$ cat src/rtl/regfile_mp.sv
// regfile_mp: 2-read/2-write register file, r0 hardwired to zero, per-register busy scoreboard
// and a post-reset clear sequencer; define REGFILE_BYPASS_EN for same-cycle write-to-read forwarding.
module regfile_mp #(
   parameter int DATA_W = 32,
   parameter int ADDR_W = 5
) (
   input  logic              clk,
   input  logic              rst,
   input  logic              wen0,
   input  logic [ADDR_W-1:0] waddr0,
   input  logic [DATA_W-1:0] wdata0,
   input  logic              wen1,
   input  logic [ADDR_W-1:0] waddr1,
   input  logic [DATA_W-1:0] wdata1,
   input  logic [ADDR_W-1:0] raddr1,
   input  logic [ADDR_W-1:0] raddr2,
   output logic [DATA_W-1:0] rdata1,
   output logic [DATA_W-1:0] rdata2,
   input  logic              bset,
   input  logic [ADDR_W-1:0] bset_addr,
   output logic              busy1,
   output logic              busy2,
   output logic              ready
);
   localparam int DEPTH = 2**ADDR_W;
   localparam logic [0:0] INIT = 1'b0;
   localparam logic [0:0] RUN = 1'b1;
   logic [0:0] state;
   logic [ADDR_W-1:0] cnt;
   logic [DATA_W-1:0] mem [DEPTH];
   logic [DEPTH-1:0] busy, set_v, clr_v;
   logic run;
   assign run = state == RUN;
   assign ready = run;
   // bit 0 of both masks is forced low so r0 never becomes busy
   always_comb begin
      set_v = '0;
      clr_v = '0;
      if (bset) set_v[bset_addr] = 1'b1;
      if (wen0) clr_v[waddr0] = 1'b1;
      if (wen1) clr_v[waddr1] = 1'b1;
      set_v[0] = 1'b0;
      clr_v[0] = 1'b0;
   end
   always_ff @(posedge clk) begin
      if (rst) begin
         state <= INIT;
         cnt <= '0;
         busy <= '0;
      end else if (!run) begin
         mem[cnt] <= '0;
         cnt <= cnt + 1'b1;
         if (cnt == ADDR_W'(DEPTH - 1)) state <= RUN;
      end else begin
         busy <= set_v | (busy & ~clr_v);
         if (wen0 && waddr0 != '0) mem[waddr0] <= wdata0;
         if (wen1 && waddr1 != '0) mem[waddr1] <= wdata1;
      end
   end
   function automatic logic [DATA_W-1:0] rd_f(input logic [ADDR_W-1:0] a);
`ifdef REGFILE_BYPASS_EN
      return (!run || a == '0) ? '0 :
             (wen1 && waddr1 == a) ? wdata1 :
             (wen0 && waddr0 == a) ? wdata0 : mem[a];
`else
      return (!run || a == '0) ? '0 : mem[a];
`endif
   endfunction
   // a clear this cycle is forwarded only when no new producer claims the register
   function automatic logic bz_f(input logic [ADDR_W-1:0] a);
`ifdef REGFILE_BYPASS_EN
      return run && busy[a] && !(clr_v[a] && !set_v[a]);
`else
      return run && busy[a];
`endif
   endfunction
   assign rdata1 = rd_f(raddr1);
   assign rdata2 = rd_f(raddr2);
   assign busy1 = bz_f(raddr1);
   assign busy2 = bz_f(raddr2);
endmodule

$ cat config.mk
export PLATFORM = sky130hd
export DESIGN_NAME = regfile_mp
export DESIGN_NICKNAME = d
export VERILOG_FILES = /design/src/rtl/regfile_mp.sv
export SDC_FILE = /design/constraint.sdc
export NUM_CORES = 2
export LEC_CHECK = 0
export ABC_AREA = 1
export ABC_CLOCK_PERIOD_IN_PS = 5900
export CAP_MARGIN = 40
export CELL_PAD_IN_SITES_DETAIL_PLACEMENT = 1
export CELL_PAD_IN_SITES_GLOBAL_PLACEMENT = 2
export CORE_MARGIN = 4
export CORE_UTILIZATION = 40
export DETAILED_ROUTE_END_ITERATION = 7
export PLACE_DENSITY_LB_ADDON = 0.1
export SETUP_SLACK_MARGIN = 0.02
export SYNTH_ARGS = -nofsm -noshare
export SYNTH_HDL_FRONTEND = slang
export SYNTH_SLANG_ARGS = --single-unit
$ cat constraint.sdc
create_clock -name clk -period 5.9 [get_ports clk]
set_clock_uncertainty 0.2 [all_clocks]
set_input_delay 1.18 -clock clk [delete_from_list [all_inputs] [get_ports clk]]
set_output_delay 1.18 -clock clk [all_outputs]
set_load 0.02 [all_outputs]
=== Word-level counts from Yosys, hierarchy flattened ===
Memory sizes are Yosys's and may differ from the RTL's.
Cells that the tools add are included.

* $add $sub $neg: 1
* Magnitude comparators: 8
* Equality and inequality tests: 1
* Multiplexer cells: 31
* Bitwise gates (word level): 4
* Reductions and logical operators: 15

{| class="wikitable"
|+ Operator list
! cell !! number
|-
| 32-bit two-way mux || 6
|-
| 32-bit bitwise OR || 2
|-
| 32-bit bitwise AND || 1
|-
| 32-bit inverter || 1
|-
| 32-bit OR reduction || 1
|-
| 5-bit by 6-bit less-than comparator with 1-bit output (second input constant) || 5
|-
| 1-bit two-way mux || 19
|-
| 1-bit demux with 5-bit select || 3
|-
| 5-bit by 1-bit greater-or-equal comparator with 1-bit output (second input constant) || 3
|-
| 1-bit binary-select mux with 5-bit select || 2
|-
| 5-bit logical NOT || 2
|-
| 5-bit nonzero test || 2
|-
| 1-bit logical AND || 7
|-
| 5-bit by 1-bit adder with 5-bit output (second input constant) || 1
|-
| 5-bit equality test (second input constant) || 1
|-
| 5-bit two-way mux || 1
|-
| 1-bit logical OR || 2
|-
| 1-bit logical NOT || 1
|}

* Register bits after elaboration: 38
* RAM bits: 1024
* Input bits: 94
* Output and inout bits: 67
* Logic and storage cells: 64
* Memories kept: 1

{| class="wikitable"
|+ Memory list
! memory !! depth !! bits a word !! read ports !! clocked after Yosys merged registers in !! wr ports !! line !! RTL
|-
| mem || 32 || 32 || 2 || 0 || 2 || 30 || <nowiki>logic [DATA_W-1:0] mem [DEPTH];</nowiki>
|}

=== Longest topological paths before layout ===
* Word-level depth: 10
* Depth in mapped cells: 14
* Mapped depth without buffers: 9

=== Least setup slack after synthesis ===
Ideal clock, no wire load.

* Path kind: input to output
* Start: input port raddr1[2]
* End: output port rdata1[25]
* Data arrival time: 2695 ps
* Data required time: 4520 ps
* Path slack: 1825 ps
* Stages on the path: 10
* Path buffers: 3
* Path through: clkbuf_1 > inv_1 > nand2_1 > inv_2 > clkbuf_1 > buf_2 > nand2_1 > nand3_1 > nand3_1 > a21oi_1

* Cells in the longest elaborated chain, start to end: 3
* Elaborated cells on any way between the ends: 4
* Classes of those cells: mux: 1; reduce/logical: 2; memory: 1

{| class="wikitable"
|+ RTL lines
! element !! line !! RTL
|-
| from (decl) || 15 || <nowiki>input logic [ADDR_W-1:0] raddr1,</nowiki>
|-
| parallel branches: the longest is 2 deep, another holds memory read 32 x 32 bit || - ||
|-
| 32-bit two-way mux * || 66 || <nowiki>return (!run || a == '0) ? '0 : mem[a];</nowiki>
|-
| to (decl) || 17 || <nowiki>output logic [DATA_W-1:0] rdata1,</nowiki>
|}

Mark *: on every way between the ends.

=== Final worst setup path ===
* Start: input port raddr2[0]
* End: output port rdata2[15]

* Cells in the longest elaborated chain, start to end: 3
* Elaborated cells on any way between the ends: 4
* Classes of those cells: mux: 1; reduce/logical: 2; memory: 1

{| class="wikitable"
|+ RTL lines
! element !! line !! RTL
|-
| from (decl) || 16 || <nowiki>input logic [ADDR_W-1:0] raddr2,</nowiki>
|-
| parallel branches: the longest is 2 deep, another holds memory read 32 x 32 bit || - ||
|-
| 32-bit two-way mux * || 66 ||
|-
| to (decl) || 18 || <nowiki>output logic [DATA_W-1:0] rdata2,</nowiki>
|}

Marked as above.

==> run summary <==
The run finished with clean final reports. In the synthesized netlist, the cells that appear most often are sky130_fd_sc_hd__nand2_1, sky130_fd_sc_hd__nand3_1, sky130_fd_sc_hd__edfxtp_1, sky130_fd_sc_hd__o21ai_0, sky130_fd_sc_hd__clkbuf_1. The region available for standard cell placement spans approximately 0.16 mm^2. The layout has about 20000 filler cells. The height of the die is approximately 410 um.

The routability congestion estimate is 0.888. Counting the buffers created by CTS gives about 140. The insertion delay of the later-clocked pin in the worst-skew pair came out at 0.79 ns. The max-slew violation count came to 0.

The total of buffers placed on input and output ports is 160. The die footprint is about 0.17 mm^2. The number of I/O pins is 161.

The clock tree from TritonCTS is done. The number of instances in the synthesized netlist is 8895. The total power came out at ~0.019 W. The class of the most critical setup path is primary input to primary output.

The via count of the first global-routing pass came to about 68000. The antenna diode count came out at 0. The final setup TNS came out at 0 ns. The initial core utilization came out at 0.403. Buffers added to address setup during post-CTS repair amount to 0.

After synthesis, the cell types taking the most area are sky130_fd_sc_hd__edfxtp_1, sky130_fd_sc_hd__nand2_1, sky130_fd_sc_hd__nand3_1. The data arrival at the endpoint of the critical path came out at 4.17 ns. The power per standard cell area came out at roughly 250 mW/mm^2. The HPWL after detailed placement came out at 203000 um. The global route total overflow came out at 0. The type of origin of the critical path is a primary input. The clock edge transition at the registers on the reported setup and hold paths came out at about 0.06 ns. The number of max-cap violations came out at 0. The residual DRC count came out at 0. The final worst slack is around 0.35 ns. The final count of hold timing violations came out at 0. The transition time at the pin with the least slew margin came out at between 1 and 1.5 ns. The cell type contributing the most total cell area after synthesis is sky130_fd_sc_hd__edfxtp_1. The minimum setup slack after placement came out at around 0.40 ns. The first global-routing pass estimated between 400000 and 500000 um of wire. The area of the mapped netlist came out at 0.0648 mm^2. The count of clock tree sinks is 1061. The fraction of registers with async set or reset after synthesis came out at 0. IR analysis of the VDD net gives a maximum drop of ~0.00032 V. In this run, the number of DRC markers left after iteration 0 of detailed routing was between 9000 and 10000. The number of gates given a new drive strength after cts is 0. Of the cells placed in the final design, the portion with a size suffix greater than 1 is 0.0764.

The global-route usage over all layers is 0.396. The mean number of vias per cell is approximately 6.2. The number of failing setup endpoints in the final timing report came out at 0.

The area share of the largest cell type after synthesis is 0.474. The maximum number of buffers from clock root to sink came out at 3. The sequential cell area in the final layout came out at about 0.031 mm^2. The depth of the CTS H-tree came out at 4. The count of standard-cell rows is roughly 150. The average footprint of a synthesized cell came out at ~7.3 um^2.

The number of enable-type register cells in the synthesized netlist came out at about 1000. The final wirelength came out at around 340000 um. The pin count of the biggest net entering global routing came out at 84. Setup repair after global routing left no endpoint under its margin. The CTS root buffer is sky130_fd_sc_hd__clkbuf_16. The max-slew headroom at the worst pin is 0.321. The leakage component of the power came out at 28.8 nW. At the end of the flow, the number of nets in the layout was between 8000 and 9000. The distinct cell type count after synthesis came out at 29. Yosys printed 0 warnings.

Of all nets on the critical path, the largest fanout is 56. The count of antenna-violating nets left after detailed routing is 0. Buffers inserted to repair hold after CTS numbered 0. The worst hold path belongs to the class flop to flop.

The total number of vias came out at 68429. The multi-input combinational cells in the finished layout cover a total of 0.0297 mm^2. The routed length per placed instance came out at just over 30 um. The share of the cycle needed by the critical path after routing came out at 0.941.

Synthesis inferred between 1000 and 1500 register bits. The relative area change from synthesis to final layout is 15.3%. The first-pass iteration count of the detailed router is 5. The width of the die came out at a little over 400 um. The element type at the critical path end is a primary output. Of the synthesized area, sequential elements account for 0.486. The maximum clock rate came out at roughly 180 MHz. After layout, the minimum clock period comes to about 5.6 ns.

The required time of the critical path came out at between 4 and 5 ns. The initial antenna violation count is 9. The commonest register cell after synthesis is sky130_fd_sc_hd__edfxtp_1. The net count after synthesis came out at between 8000 and 9000.

In the post-synthesis netlist, the cell with the most instances is sky130_fd_sc_hd__nand2_1.
[power breakdown]
| part | switching [W] | total [W] | internal [W] |
|---|---|---|---|
| logic | 0.00150 | 0.00209 | 0.000582 |
| registers | 0.0000237 | 0.00821 | 0.00819 |
| clock network | 0.00355 | 0.00826 | 0.00471 |
| total | 0.00508 | 0.0186 | 0.0135 |
[worst max-delay path, cell delays in order]
cell	delay [ns]
sky130_fd_sc_hd__buf_8	0.39
sky130_fd_sc_hd__buf_4	0.63
sky130_fd_sc_hd__nand2_1	0.11
sky130_fd_sc_hd__nand3_1	0.12
sky130_fd_sc_hd__nand3_1	0.11
sky130_fd_sc_hd__nand3_1	0.17
sky130_fd_sc_hd__nand3_1	0.28
sky130_fd_sc_hd__a21oi_1	0.34
sky130_fd_sc_hd__buf_4	0.15
sky130_fd_sc_hd__clkdlybuf4s50_1	0.59
[kinds of logic (layout without fill, tap and decap cells)]
| family | after synthesis | count (layout) | share of synthesized area |
|---|---|---|---|
| adders and majority gates | 2 | 2 | 0.000386 |
| DFF | 1061 | 1061 | 0.486 |
| and+or+nand+nor | 5347 | 5347 | 0.334 |
| AOI/OAI and AO/OA | 1477 | 1477 | 0.114 |
| buffers and inverters | 1008 | 910 | 0.0652 |
[metal layers]
layer | vias up | wire length (um) | global-route usage
li1 | 29240 | - | -
met1 | 34077 | 133000 | 0.519
met2 | 4066 | 151000 | 0.624
met3 | 1038 | 35400 | 0.0745
met4 | 8 | 21200 | 0.208
met5 | - | 46 | 0
[metrics by stage]
stage	hold WS, ns	std cells	cell area [um^2]	utilization
floorplan	0.239	8895	64800	-
global route	0.314	10957	74700	0.465
detailed placement	0.265	10711	70500	0.438
global placement	0.249	10673	69700	0.433
finish	0.270	10957	74700	0.465
CTS	0.273	10957	74700	0.465
[final timing paths]
kind                                 from         end  slack [ns]  cells after the start
worst min-delay path             busy[16]    busy[16]        0.27                      2
worst max register to register      ready  mem[6][13]        1.34                      9
worst min register to register   busy[16]    busy[16]        0.27                      2
worst max-delay path            raddr2[0]  rdata2[15]        0.35                     10
[placed cells by master (no fill, tap or decap), types with 22 or more instances in the layout]
master / count
sky130_fd_sc_hd__nand2_1: 3947
sky130_fd_sc_hd__nand3_1: 1146
sky130_fd_sc_hd__edfxtp_1: 1024
sky130_fd_sc_hd__o21ai_0: 647
sky130_fd_sc_hd__o21ai_1: 450
sky130_fd_sc_hd__a21oi_1: 374
sky130_fd_sc_hd__buf_4: 228
sky130_fd_sc_hd__clkbuf_16: 145
sky130_fd_sc_hd__inv_1: 142
sky130_fd_sc_hd__clkdlybuf4s50_1: 141
sky130_fd_sc_hd__nor2_1: 118
sky130_fd_sc_hd__buf_12: 95
sky130_fd_sc_hd__nand2_4: 48
sky130_fd_sc_hd__clkinv_1: 38
sky130_fd_sc_hd__dfxtp_1: 37
sky130_fd_sc_hd__nor2_2: 34
sky130_fd_sc_hd__clkbuf_1: 27
sky130_fd_sc_hd__clkinv_2: 22
sky130_fd_sc_hd__nor3_1: 22
sky130_fd_sc_hd__buf_16: 22
[cell type report]
class                           instances  share of cell area
Timing Repair Buffer                  509              0.0794
Clock buffer                          174              0.0503
Sequential cell                      1061               0.421
Clock inverter                         72             0.00656
Inverter                              155             0.00844
Multi-Input combinational cell       6826               0.398
Tap cell                             2160              0.0362
[flip-flops by register name, summed over array words and instances, names as in the netlist]
name   cells
cnt        5
ready      1
mem     1024
busy      31
Power figures use the tool's default switching activity.
